--- src/rtl/irq_pkg.sv ---
// irq_pkg: register map, reset values and source indices shared by the interrupt controller.
package irq_pkg;
    localparam int N_SRC = 6;
    localparam logic [31:0] ADDR_PEND = 32'h0000_7F40;
    localparam logic [31:0] ADDR_MASK = 32'h0000_7F44;
    localparam logic [31:0] ADDR_EDGE = 32'h0000_7F48;
    localparam logic [31:0] ADDR_VEC = 32'h0000_7F4C;
    localparam logic [31:0] ADDR_ACK = 32'h0000_7F20;
    localparam logic [N_SRC-1:0] EDGE_RST = 6'b000100;
    localparam int SRC_TIMER0 = 0;
    localparam int SRC_TIMER1 = 1;
    localparam int SRC_EXT = 2;

    // Lowest-numbered active source wins.
    function automatic logic [31:0] vec_of(input logic [N_SRC-1:0] act);
        logic [31:0] v;
        v = 32'h0;
        for (int i = N_SRC - 1; i >= 0; i--)
            if (act[i]) v = {1'b1, 26'b0, 5'(i)};
        return v;
    endfunction
endpackage

--- src/rtl/irq_edge_det.sv ---
// irq_edge_det: optional 2-flop synchronizer (IRQ_SYNC_EN) and rising-edge detector.
import irq_pkg::*;

module irq_edge_det (
    input  logic             clk,
    input  logic             reset,
    input  logic [N_SRC-1:0] src,
    output logic [N_SRC-1:0] level,
    output logic [N_SRC-1:0] rise
);
    logic [N_SRC-1:0] src_q;
`ifdef IRQ_SYNC_EN
    logic [N_SRC-1:0] s1, s2;
    always_ff @(posedge clk) begin
        if (reset) begin
            s1 <= '0;
            s2 <= '0;
        end else begin
            s1 <= src;
            s2 <= s1;
        end
    end
    assign level = s2;
`else
    assign level = src;
`endif
    always_ff @(posedge clk) src_q <= reset ? '0 : level;
    assign rise = level & ~src_q;
endmodule

--- src/rtl/irq_ctrl.sv ---
// irq_ctrl: memory-mapped interrupt controller with per-source edge/level mode and mask.
// Define IRQ_SYNC_EN to add a 2-flop input synchronizer.
import irq_pkg::*;

module irq_ctrl (
    input  logic             clk,
    input  logic             reset,
    input  logic [N_SRC-1:0] src_irq,
    input  logic [31:0]      bus_addr,
    input  logic [31:0]      bus_wdata,
    input  logic [3:0]       bus_byteen,
    output logic [31:0]      bus_rdata,
    output logic [N_SRC-1:0] hw_int
);
    logic [N_SRC-1:0] pend, mask, edge_mode, level, rise, clr, pend_n, active;
    logic [31:0] word;
    logic wr, wr_lane0;
    logic unused_bits;

    irq_edge_det u_det (
        .clk  (clk),
        .reset(reset),
        .src  (src_irq),
        .level(level),
        .rise (rise)
    );

    assign word = {bus_addr[31:2], 2'b00};
    assign wr = |bus_byteen;
    assign wr_lane0 = wr && bus_byteen[0];
    assign unused_bits = ^{bus_addr[1:0], bus_wdata[31:N_SRC]};
    assign clr = (wr_lane0 && word == ADDR_PEND ? bus_wdata[N_SRC-1:0] : '0)
               | (wr && word == ADDR_ACK ? N_SRC'(1 << SRC_EXT) : '0);
    // Set beats clear in edge mode; level-mode bits simply follow the source.
    assign pend_n = (edge_mode & (rise | (pend & ~clr))) | (~edge_mode & level);
    assign active = pend & mask;
    assign hw_int = active;

    always_ff @(posedge clk) begin
        if (reset) begin
            pend <= '0;
            mask <= '0;
            edge_mode <= EDGE_RST;
        end else begin
            pend <= pend_n;
            if (wr_lane0 && word == ADDR_MASK) mask <= bus_wdata[N_SRC-1:0];
            if (wr_lane0 && word == ADDR_EDGE) edge_mode <= bus_wdata[N_SRC-1:0];
        end
    end

    always_comb begin
        bus_rdata = word == ADDR_PEND ? {26'b0, pend} :
                    word == ADDR_MASK ? {26'b0, mask} :
                    word == ADDR_EDGE ? {26'b0, edge_mode} :
                    word == ADDR_VEC  ? vec_of(active) : 32'h0;
    end
endmodule

--- config.mk ---
export PLATFORM = sky130hd
export DESIGN_NAME = irq_ctrl
export DESIGN_NICKNAME = d
export VERILOG_FILES = /design/src/rtl/irq_pkg.sv /design/src/rtl/irq_edge_det.sv /design/src/rtl/irq_ctrl.sv
export SDC_FILE = /design/constraint.sdc
export NUM_CORES = 1
export LEC_CHECK = 0
export BUFFER_PORTS_ARGS = -buffer_cell sky130_fd_sc_hd__buf_2
export CORE_UTILIZATION = 40
export CTS_CLUSTER_DIAMETER = 60
export CTS_CLUSTER_SIZE = 16
export DETAILED_ROUTE_END_ITERATION = 8
export GPL_ROUTABILITY_DRIVEN = 0
export HOLD_SLACK_MARGIN = 0.06
export PLACE_DENSITY = 0.78
export SLEW_MARGIN = 25
export SYNTH_ARGS = -nofsm -noshare
export SYNTH_HDL_FRONTEND = slang
export SYNTH_HIERARCHICAL = 1
export SYNTH_SLANG_ARGS = --single-unit
--- constraint.sdc ---
create_clock -name clk -period 2.1 [get_ports clk]
set_input_delay 0.105 -clock clk [delete_from_list [all_inputs] [get_ports clk]]
set_output_delay 0.105 -clock clk [all_outputs]
set_load 0.02 [all_outputs]
==> results of run 1 <==
==> registers in the layout, indices dropped and copies added (netlist names) <==
name / cells
edge_mode: 6
mask: 6
pend: 6
u_det/src_q: 6
==> worst register-to-register path, delay by kind of cell (launching register included) <==
family / cells / cell delay, ps
AO/OA/AOI/OAI: 2 / 410
flip-flops: 1 / 300
AND/OR/NAND/NOR: 2 / 190
==> stage by stage <==
| stage | total power [mW] | setup slack, ps | util, % |
|---|---|---|---|
| 2_1_floorplan | 0.625 | 304 | - |
| 3_3_place_gp | 0.645 | 116 | 49.6 |
| 3_5_place_dp | 0.649 | 118 | 49.6 |
| 4_1_cts | 0.953 | 90.7 | 51.0 |
| 5_1_grt | 0.995 | 20.2 | 51.0 |
| 6_report | 0.944 | 112 | 51.0 |
==> cell families (layout without fill, tap and decap cells) <==
group                  after synthesis  after routing  share of synthesized area (%)
AND/OR/NAND/NOR                     96             96                           33.3
buffers and inverters               42             75                           16.7
AO/OA/AOI/OAI                       26             26                           12.1
flip-flops                          24             24                           29.2
multiplexers                        14             14                           8.50
other                                1             25                          0.228
==> power by group <==
part	internal, mW	leakage (nW)	total [mW]	switching [mW]
combinational	0.0605	0.685	0.164	0.104
clock	0.167	0.0288	0.305	0.138
sequential	0.468	0.197	0.475	0.00709
total	0.695	0.911	0.944	0.249
==> cell usage in the layout, fill, tap and decap left out, types with 2 or more instances in the layout <==
master	instances
buf_2	60
nor2_1	36
conb_1	25
dfxtp_1	24
nor2b_1	17
nand2_1	15
mux2i_1	14
a21oi_1	9
a211o_1	6
inv_1	5
buf_4	5
and2_1	4
nor4_2	4
clkbuf_8	4
a211oi_1	3
nand4_1	2
or4_1	2
nand3_1	2
a311oi_2	2
o211ai_1	2
nor3_2	2
nor4_1	2
nor4_4	2
==> metal layers <==
layer / GRT usage (%) / part of all wire [%]
met5: 0 / 0
met4: 6.38 / 1.3
met3: 1.21 / 6.6
met2: 27.6 / 45
met1: 22.5 / 47
==> path summary, 6_finish.rpt <==
check | slack [ps] | from | cells after the start | endpoint
max reg2reg | 1130 | u_det/src_q[4]$_SDFF_PP0_ | 4 | pend[4]$_SDFF_PP0_
min reg2reg | 510 | mask[0]$_SDFFE_PP0P_ | 2 | mask[0]$_SDFFE_PP0P_
min | 80 | src_irq[0] | 2 | u_det/src_q[0]$_SDFF_PP0_
max | 110 | pend[1]$_SDFF_PP0_ | 6 | bus_rdata[2]
==> area by class of cell <==
type / count / area (µm²)
sequential: 24 / 480
inverter: 6 / 22.5
fill: 383 / 1860
clock buffer: 4 / 55.1
multi-input combinational: 161 / 982
timing repair buffer: 65 / 338
tap: 48 / 60.1
==> impl_metrics.csv, run 1 <==
group,metric,value,unit
finish,nets,337,
clock_tree,clk_pin_slew,80,ps
critical_path,slowest_delay,380,ps
status,outcome,"completed",
placement,numPortBuffers,60,
critical_path,path_cells,"and2_1 > nor2_1 > nand3_1 > or3b_1 > a311oi_2 > buf_2",
logic_synthesis,yosysMostFrequentCell,"nor2_1",
logic_synthesis,synth.top_cell.area_share,29.2,%
floorplan,die_area,0.00438,mm²
sta,finalHoldViolations,0,
global_routing,grt_pass1_vias,1240,
logic_synthesis,synth_ff_type,"dfxtp_1",
floorplan,core,0.00380,mm²
sta,whs,79.6,ps
power_and_ir_drop,ir_drop,0.455,mV
clock_tree,clock_latency,260,ps
clock_tree,h-tree-depth,1,
logic_synthesis,syn_avg_cell_area,8.12,µm²
logic_synthesis,netlist_instances,203,
clock_tree,root_buffer,"clkbuf_8",
finish,drive_gt1_share,31.2,%
logic_synthesis,yosysTopAreaCell,"dfxtp_1",
finish,final_cells,308,
finish,finish.instance_area,0.00194,mm²
logic_synthesis,yosys_warnings,6,
placement,placedCellCount,304,
floorplan,rows,22,
routing,drt_pre_antenna_iters,4,
sta,setup_tns,0,ps
sta,setup_viol,0,
global_routing,track_usage,16.7,%
finish,antenna_cells,0,
placement,postPlaceCellArea,0.00188,mm²
sta,final.period_utilization,94.7,%
finish,syn_to_final_growth,17.6,%
critical_path,critPathBufInv,1,
sta,max_freq,0.503,GHz
sta,finalClockSkew,4.16,ps
global_routing,grt_overflow,0,
clock_tree,postCtsSetupRepairBufs,0,
floorplan,die_h,66.2,µm
logic_synthesis,ys_seq_area_share,29.2,%
critical_path,crit_fanout,3,
clock_tree,cts_resized,0,
logic_synthesis,synthArstFlopShare,0,%
power_and_ir_drop,p_leak,0.911,nW
global_routing,grt_pass1_wl,5.60,mm
worst_hold_path,hp-class,"input port to flip-flop",
routing,drt_iter0_markers,29,
routing,drt_wl_total,3.57,mm
global_routing,grt_max_degree,25,
clock_tree,cts_buffers,3,
routing,post_drt_wl_per_cell,11.6,µm
clock_tree,holdBufCountCts,0,
logic_synthesis,ys_types,37,
clock_tree,cts.sinks,24,
critical_path,worstSetupPathType,"flip-flop to output pin",
critical_path,worstPathArrival,1880,ps
critical_path,cp_slowest_cell,"or3b_1",
run,drv_cap,0,
logic_synthesis,synth-seq-cells,24,
sta,maxSlewViolCount,0,
routing,vias_per_cell,4.87,
critical_path,cp-start-kind,"flip-flop",
logic_synthesis,synth_common_cells,"36 x nor2_1, 31 x buf_4, 24 x dfxtp_1",
critical_path,crit_path_end_kind,"output pin",
placement,dp_hpwl,2.76,mm
global_routing,antenna_found_initial,0,
logic_synthesis,netlist_area,0.00165,mm²
floorplan,start_util,43.4,%
sta,rsz0062_at_grt,"false",
routing,ant_nets,0,
clock_tree,cts_buffer_depth,2,
floorplan,io_pins,114,
logic_synthesis,synth_area_leaders,"dfxtp_1 29%, buf_4 14%, mux2i_1 8.5%",
critical_path,cp_top_family,"simple AND/OR/NAND/NOR gates",
sta,period_minus_slack,1990,ps
routing,post-route-drc-count,0,
floorplan,die_w,66.2,µm
routing,vias,1499,
power_and_ir_drop,p_per_area,487,mW/mm²
logic_synthesis,synth_edf_count,0,
critical_path,required,2000,ps
clock_tree,cts_tree,"yes",
Note: power is estimated with default switching activity, not from simulation.
==> inputs of run 2 (changes only) <==
--- a/config.mk
+++ b/config.mk
@@ -5,7 +5,8 @@
 export SDC_FILE = /design/constraint.sdc
 export NUM_CORES = 1
 export LEC_CHECK = 0
-export BUFFER_PORTS_ARGS = -buffer_cell sky130_fd_sc_hd__buf_2
+export BUFFER_PORTS_ARGS = -buffer_cell sky130_fd_sc_hd__buf_4
+export CAP_MARGIN = 10
 export CORE_UTILIZATION = 40
 export CTS_CLUSTER_DIAMETER = 60
 export CTS_CLUSTER_SIZE = 16
@@ -13,6 +14,7 @@
 export GPL_ROUTABILITY_DRIVEN = 0
 export HOLD_SLACK_MARGIN = 0.06
 export PLACE_DENSITY = 0.78
+export REMOVE_ABC_BUFFERS = 1
 export SLEW_MARGIN = 25
 export SYNTH_ARGS = -nofsm -noshare
 export SYNTH_HDL_FRONTEND = slang
==> run 2 against run 1 <==
Sequential share of layout area down 1.8 points. Die area did not move. Worst setup slack worse by 12 ps. First-iteration DRC count increased by 59%. Utilization increased by 4.1 points. Count of clock-buffer cells in the layout did not move. Largest power group unchanged. Highest routed layer unchanged.
==> impl_metrics.csv, run 2 (synthesis results as in run 1) <==
group,metric,value,unit
global_routing,grt_max_degree,25,
sta,finalHoldViolations,0,
power_and_ir_drop,power,981,µW
critical_path,path_cells,"and2_1 > nor2_2 > nand3_1 > or3b_1 > a311oi_2 > buf_4",
critical_path,worstSetupPathType,"flip-flop to output pin",
clock_tree,cts_buffers,3,
placement,dp_hpwl,2.94,mm
clock_tree,cts.sinks,24,
routing,drt_pre_antenna_iters,4,
critical_path,cp_top_family,"simple AND/OR/NAND/NOR gates",
critical_path,required,2000,ps
placement,numPortBuffers,60,
routing,drt_iter0_markers,46,
finish,drive_gt1_share,31.2,%
finish,final_common_cell,"buf_4",
run,drv_cap,0,
sta,finalClockSkew,1.43,ps
clock_tree,postCtsSetupRepairBufs,0,
critical_path,cp-start-kind,"flip-flop",
clock_tree,clk_pin_slew,90,ps
sta,maxSlewViolCount,0,
routing,vias,1515,
sta,worst_slack,101,ps
worst_hold_path,hp-class,"input port to flip-flop",
sta,period_minus_slack,2000,ps
finish,finish.instance_area,0.00209,mm²
finish,fill_cells,390,
critical_path,critPathBufInv,1,
clock_tree,h-tree-depth,1,
floorplan,core,0.00380,mm²
placement,postPlaceCellArea,0.00203,mm²
floorplan,die_area,0.00438,mm²
global_routing,grt_pass1_wl,6.11,mm
critical_path,worstPathArrival,1890,ps
sta,final.period_utilization,95.2,%
global_routing,grt_pass1_vias,1431,
global_routing,grt_overflow,0,
sta,rsz0062_at_grt,"false",
finish,final_cell_mix,"64 x buf_4, 35 x nor2_1, 25 x conb_1",
sta,setup_tns,0,ps
floorplan,start_util,43.4,%
routing,post-route-drc-count,0,
sta,whs,64.4,ps
clock_tree,cts_tree,"yes",
floorplan,io_pins,114,
critical_path,crit_path_end_kind,"output pin",
global_routing,antenna_found_initial,0,
finish,syn_to_final_growth,27.0,%
placement,dp_slack,93.6,ps
routing,ant_nets,0,
clock_tree,cts_buffer_depth,2,
critical_path,crit_fanout,3,
clock_tree,clock_latency,260,ps
routing,drt_wl_total,3.88,mm
sta,max_freq,0.500,GHz
power_and_ir_drop,ir_drop,0.306,mV
floorplan,die_h,66.2,µm
finish,nets,337,
critical_path,cp_slowest_cell,"or3b_1",
power_and_ir_drop,p_per_area,469,mW/mm²
floorplan,die_w,66.2,µm
power_and_ir_drop,p_leak,0.950,nW
finish,antenna_cells,0,
critical_path,slowest_delay,370,ps
floorplan,rows,22,
clock_tree,root_buffer,"clkbuf_8",
sta,setup_viol,0,
status,outcome,"completed",
routing,vias_per_cell,4.92,
routing,post_drt_wl_per_cell,12.6,µm
global_routing,track_usage,18.4,%
## run 2: cell types whose count changed in the layout (fill, tap and decap cells not counted), sizes merged
cell | previous run | this run
buf | 65 | 64
dlygate4sd3 | 0 | 1
## run 2: path summary, 6_finish.rpt
path                                   from                   endpoint  slack [ps]  cells past startpoint
hold reg to reg        mask[0]$_SDFFE_PP0P_       mask[0]$_SDFFE_PP0P_         520                      2
setup / recovery         pend[1]$_SDFF_PP0_               bus_rdata[2]         100                      6
setup reg to reg  u_det/src_q[1]$_SDFF_PP0_         pend[1]$_SDFF_PP0_        1110                      4
hold / removal                   src_irq[5]  u_det/src_q[5]$_SDFF_PP0_          60                      2
## run 2: per-layer routing
layer / GRT usage (%) / vias up / routed length (µm)
met5: 0 / - / 0
met4: 4.79 / 0 / 14
met3: 3.79 / 2 / 327
met2: 35.3 / 68 / 1950
met1: 20.0 / 686 / 1590
li1: - / 759 / -
## run 2: timing repair
item | 4_1_cts | 5_1_grt
hold buffers | 0 | 1
hold endpoints to repair | 0 | 1
endpoints found under the setup margin | 0 | 1
gates resized for setup | 0 | 1
## run 2: power breakdown
part,internal (mW),switching (mW),total (mW)
logic,0.0851,0.105,0.190
clock network,0.167,0.149,0.316
registers,0.468,0.00669,0.474
total,0.720,0.261,0.981
## run 2: final cells by class
type                            instances  area, µm²  area share, %
Inverter                                6       22.5           1.08
Tap cell                               48       60.1           2.87
Multi-Input combinational cell        161        985           47.0
Clock buffer                            4       55.1           2.63
Timing Repair Buffer                   65        490           23.4
Sequential cell                        24        480           23.0
## run 2: per-stage QoR
stage,util [%],cells
global route,55.1,308
detailed placement,53.3,303
global placement,53.3,303
floorplan,-,191
finish,55.1,308
CTS,54.8,307
==> inputs of run 3 (changes only) <==
--- a/config.mk
+++ b/config.mk
@@ -8,15 +8,14 @@
 export BUFFER_PORTS_ARGS = -buffer_cell sky130_fd_sc_hd__buf_4
 export CAP_MARGIN = 10
 export CORE_UTILIZATION = 40
-export CTS_CLUSTER_DIAMETER = 60
+export CTS_CLUSTER_DIAMETER = 100
 export CTS_CLUSTER_SIZE = 16
 export DETAILED_ROUTE_END_ITERATION = 8
 export GPL_ROUTABILITY_DRIVEN = 0
 export HOLD_SLACK_MARGIN = 0.06
-export PLACE_DENSITY = 0.78
+export PLACE_DENSITY = 0.8
 export REMOVE_ABC_BUFFERS = 1
 export SLEW_MARGIN = 25
 export SYNTH_ARGS = -nofsm -noshare
 export SYNTH_HDL_FRONTEND = slang
-export SYNTH_HIERARCHICAL = 1
 export SYNTH_SLANG_ARGS = --single-unit
==> run 3 against run 2 <==
Utilization grew 0.22 points. Clock power grew 26%. Critical path depth is the same. Worst setup slack gained 260 ps. Routed wire length shrank 14%. Total power grew 7.0%. Final area shrank 2.5%. Clock skew grew 3.7 ps. Register-to-register slack gained 230 ps. First-iteration DRC count shrank 4.3%. Die area shrank 6.2%. Maximum frequency grew 15%. Critical path type unchanged. Largest power group unchanged.
==> impl_metrics.csv, run 3 <==
group,metric,value,unit
clock_tree,h-tree-depth,1,
routing,drt_pre_antenna_iters,4,
critical_path,worstPathArrival,1640,ps
clock_tree,cts_buffers,3,
critical_path,critPathBufInv,1,
critical_path,cp_slowest_cell,"dfxtp_1",
finish,final_common_cell,"buf_4",
logic_synthesis,ys_types,31,
clock_tree,clk_pin_slew,90,ps
critical_path,crit_fanout,3,
sta,rsz0062_at_grt,"false",
critical_path,cp_top_family,"compound AO/OA/AOI/OAI gates",
power_and_ir_drop,p_leak,0.940,nW
floorplan,rows,22,
global_routing,grt_overflow,0,
critical_path,slowest_delay,370,ps
routing,vias,1385,
clock_tree,cts.sinks,24,
sta,setup_tns,0,ps
logic_synthesis,synth_common_cells,"31 x nor2_1, 28 x nand2_1, 25 x buf_4",
floorplan,core,0.00369,mm²
routing,ant_nets,0,
clock_tree,cts_buffer_depth,2,
sta,whs,92.4,ps
sta,period_minus_slack,1740,ps
finish,nets,325,
routing,post-route-drc-count,0,
sta,setup_viol,0,
clock_tree,clock_latency,270,ps
clock_tree,holdBufCountCts,0,
placement,numPortBuffers,60,
logic_synthesis,synth_area_leaders,"dfxtp_1 31%, buf_4 12%, mux2i_1 10%",
logic_synthesis,synth_edf_count,0,
power_and_ir_drop,p_per_area,514,mW/mm²
logic_synthesis,syn_avg_cell_area,8.34,µm²
clock_tree,cts_tree,"yes",
logic_synthesis,synth.top_cell.area_share,31.1,%
critical_path,cp-start-kind,"flip-flop",
routing,post_drt_wl_per_cell,11.3,µm
floorplan,die_w,64.1,µm
clock_tree,root_buffer,"clkbuf_8",
status,outcome,"completed",
routing,drt_wl_total,3.36,mm
logic_synthesis,ys_seq_area_share,31.1,%
run,drv_cap,0,
logic_synthesis,netlist_instances,185,
floorplan,die_h,64.1,µm
placement,dp_hpwl,2.58,mm
global_routing,track_usage,16.8,%
critical_path,worstSetupPathType,"flip-flop to output pin",
critical_path,crit_path_end_kind,"output pin",
power_and_ir_drop,power,1.05,mW
sta,finalClockSkew,5.12,ps
finish,drive_gt1_share,32.3,%
critical_path,required,2000,ps
logic_synthesis,synth-seq-cells,24,
critical_path,path_cells,"and2_1 > a21oi_1 > o21ai_0 > nand3_1 > a311oi_1 > buf_4",
sta,worst_slack,358,ps
logic_synthesis,netlist_area,0.00154,mm²
finish,final_cell_mix,"64 x buf_4, 31 x nor2_1, 28 x nand2_1",
floorplan,io_pins,114,
global_routing,antenna_found_initial,0,
sta,finalHoldViolations,0,
sta,max_freq,0.574,GHz
clock_tree,postCtsSetupRepairBufs,0,
finish,fill_cells,348,
logic_synthesis,synthArstFlopShare,0,%
global_routing,grt_pass1_wl,5.38,mm
global_routing,grt_max_degree,26,
floorplan,start_util,41.8,%
global_routing,grt_pass1_vias,1247,
logic_synthesis,yosysTopAreaCell,"dfxtp_1",
logic_synthesis,yosys_warnings,0,
floorplan,die_area,0.00411,mm²
finish,antenna_cells,0,
power_and_ir_drop,ir_drop,0.260,mV
finish,syn_to_final_growth,32.3,%
routing,vias_per_cell,4.68,
clock_tree,cts_resized,0,
logic_synthesis,synth_ff_type,"dfxtp_1",
placement,dp_slack,373,ps
routing,drt_iter0_markers,44,
sta,final.period_utilization,83.0,%
sta,maxSlewViolCount,0,
logic_synthesis,yosysMostFrequentCell,"nor2_1",
worst_hold_path,hp-class,"input port to flip-flop",
## run 3: cell types whose count changed after synthesis, sizes merged, moves of 3 or more
| cell | change |
|---|---|
| nor2b | -9 |
| a22o | +4 |
| nor2 | -5 |
| buf | -9 |
| nor4b | +3 |
| a211o | -6 |
| nand2 | +13 |
## run 3: layout make-up
cell class | instances | area (µm²) | area share [%]
repair buffers | 64 | 480 | 23.5
well taps | 48 | 60.1 | 2.94
flip-flops and latches | 24 | 480 | 23.5
clock buffers | 3 | 41.3 | 2.02
inverters | 5 | 18.8 | 0.920
multi-input cells | 151 | 930 | 45.6
clock inverters | 1 | 30.0 | 1.47
## run 3: through the flow
stage / instances / cell area, µm² / utilization [%]
after floorplan: 180 / 1430 / -
after global placement: 292 / 1970 / 53.4
after detailed placement: 292 / 1970 / 53.4
after CTS: 296 / 2040 / 55.3
after global routing: 296 / 2040 / 55.3
final: 296 / 2040 / 55.3
## run 3: kinds of logic after synthesis
family | after synthesis | synth area share (%)
simple gates | 91 | 35.4
buf+inv | 34 | 14.4
compound gates | 19 | 8.35
mux | 16 | 10.4
other cells | 1 | 0.243
flops | 24 | 31.1
## run 3: worst paths after layout
path	start	cells after the start	slack [ps]	endpoint
setup reg to reg	edge_mode[5]$_SDFFE_PP0P_	3	1340	pend[5]$_SDFF_PP0_
setup / recovery	pend[5]$_SDFF_PP0_	6	360	bus_rdata[0]
hold reg to reg	u_det.src_q[2]$_SDFF_PP0_	3	480	pend[2]$_SDFF_PP0_
hold / removal	src_irq[0]	2	90	u_det.src_q[0]$_SDFF_PP0_
## run 3: metal layers
| layer | wire (µm) | vias to the layer above | track usage [%] |
|---|---|---|---|
| met4 | 40 | 0 | 5.83 |
| met1 | 1380 | 618 | 19.2 |
| met3 | 313 | 4 | 4.11 |
| li1 | - | 700 | - |
| met5 | 0 | - | 0 |
| met2 | 1620 | 63 | 30.1 |
## run 3: worst register-to-register path: cells and delay by family, from the launching register on
family | cells | cell delay, ps
flip-flops | 1 | 340
AO/OA/AOI/OAI | 1 | 210
AND/OR/NAND/NOR | 2 | 110
## run 3: report_power, final
part	total (mW)	switching [mW]	leakage, nW	internal (mW)
clock	0.399	0.144	0.0357	0.255
combinational	0.176	0.0939	0.707	0.0819
sequential	0.474	0.00637	0.197	0.468
total	1.05	0.245	0.940	0.804
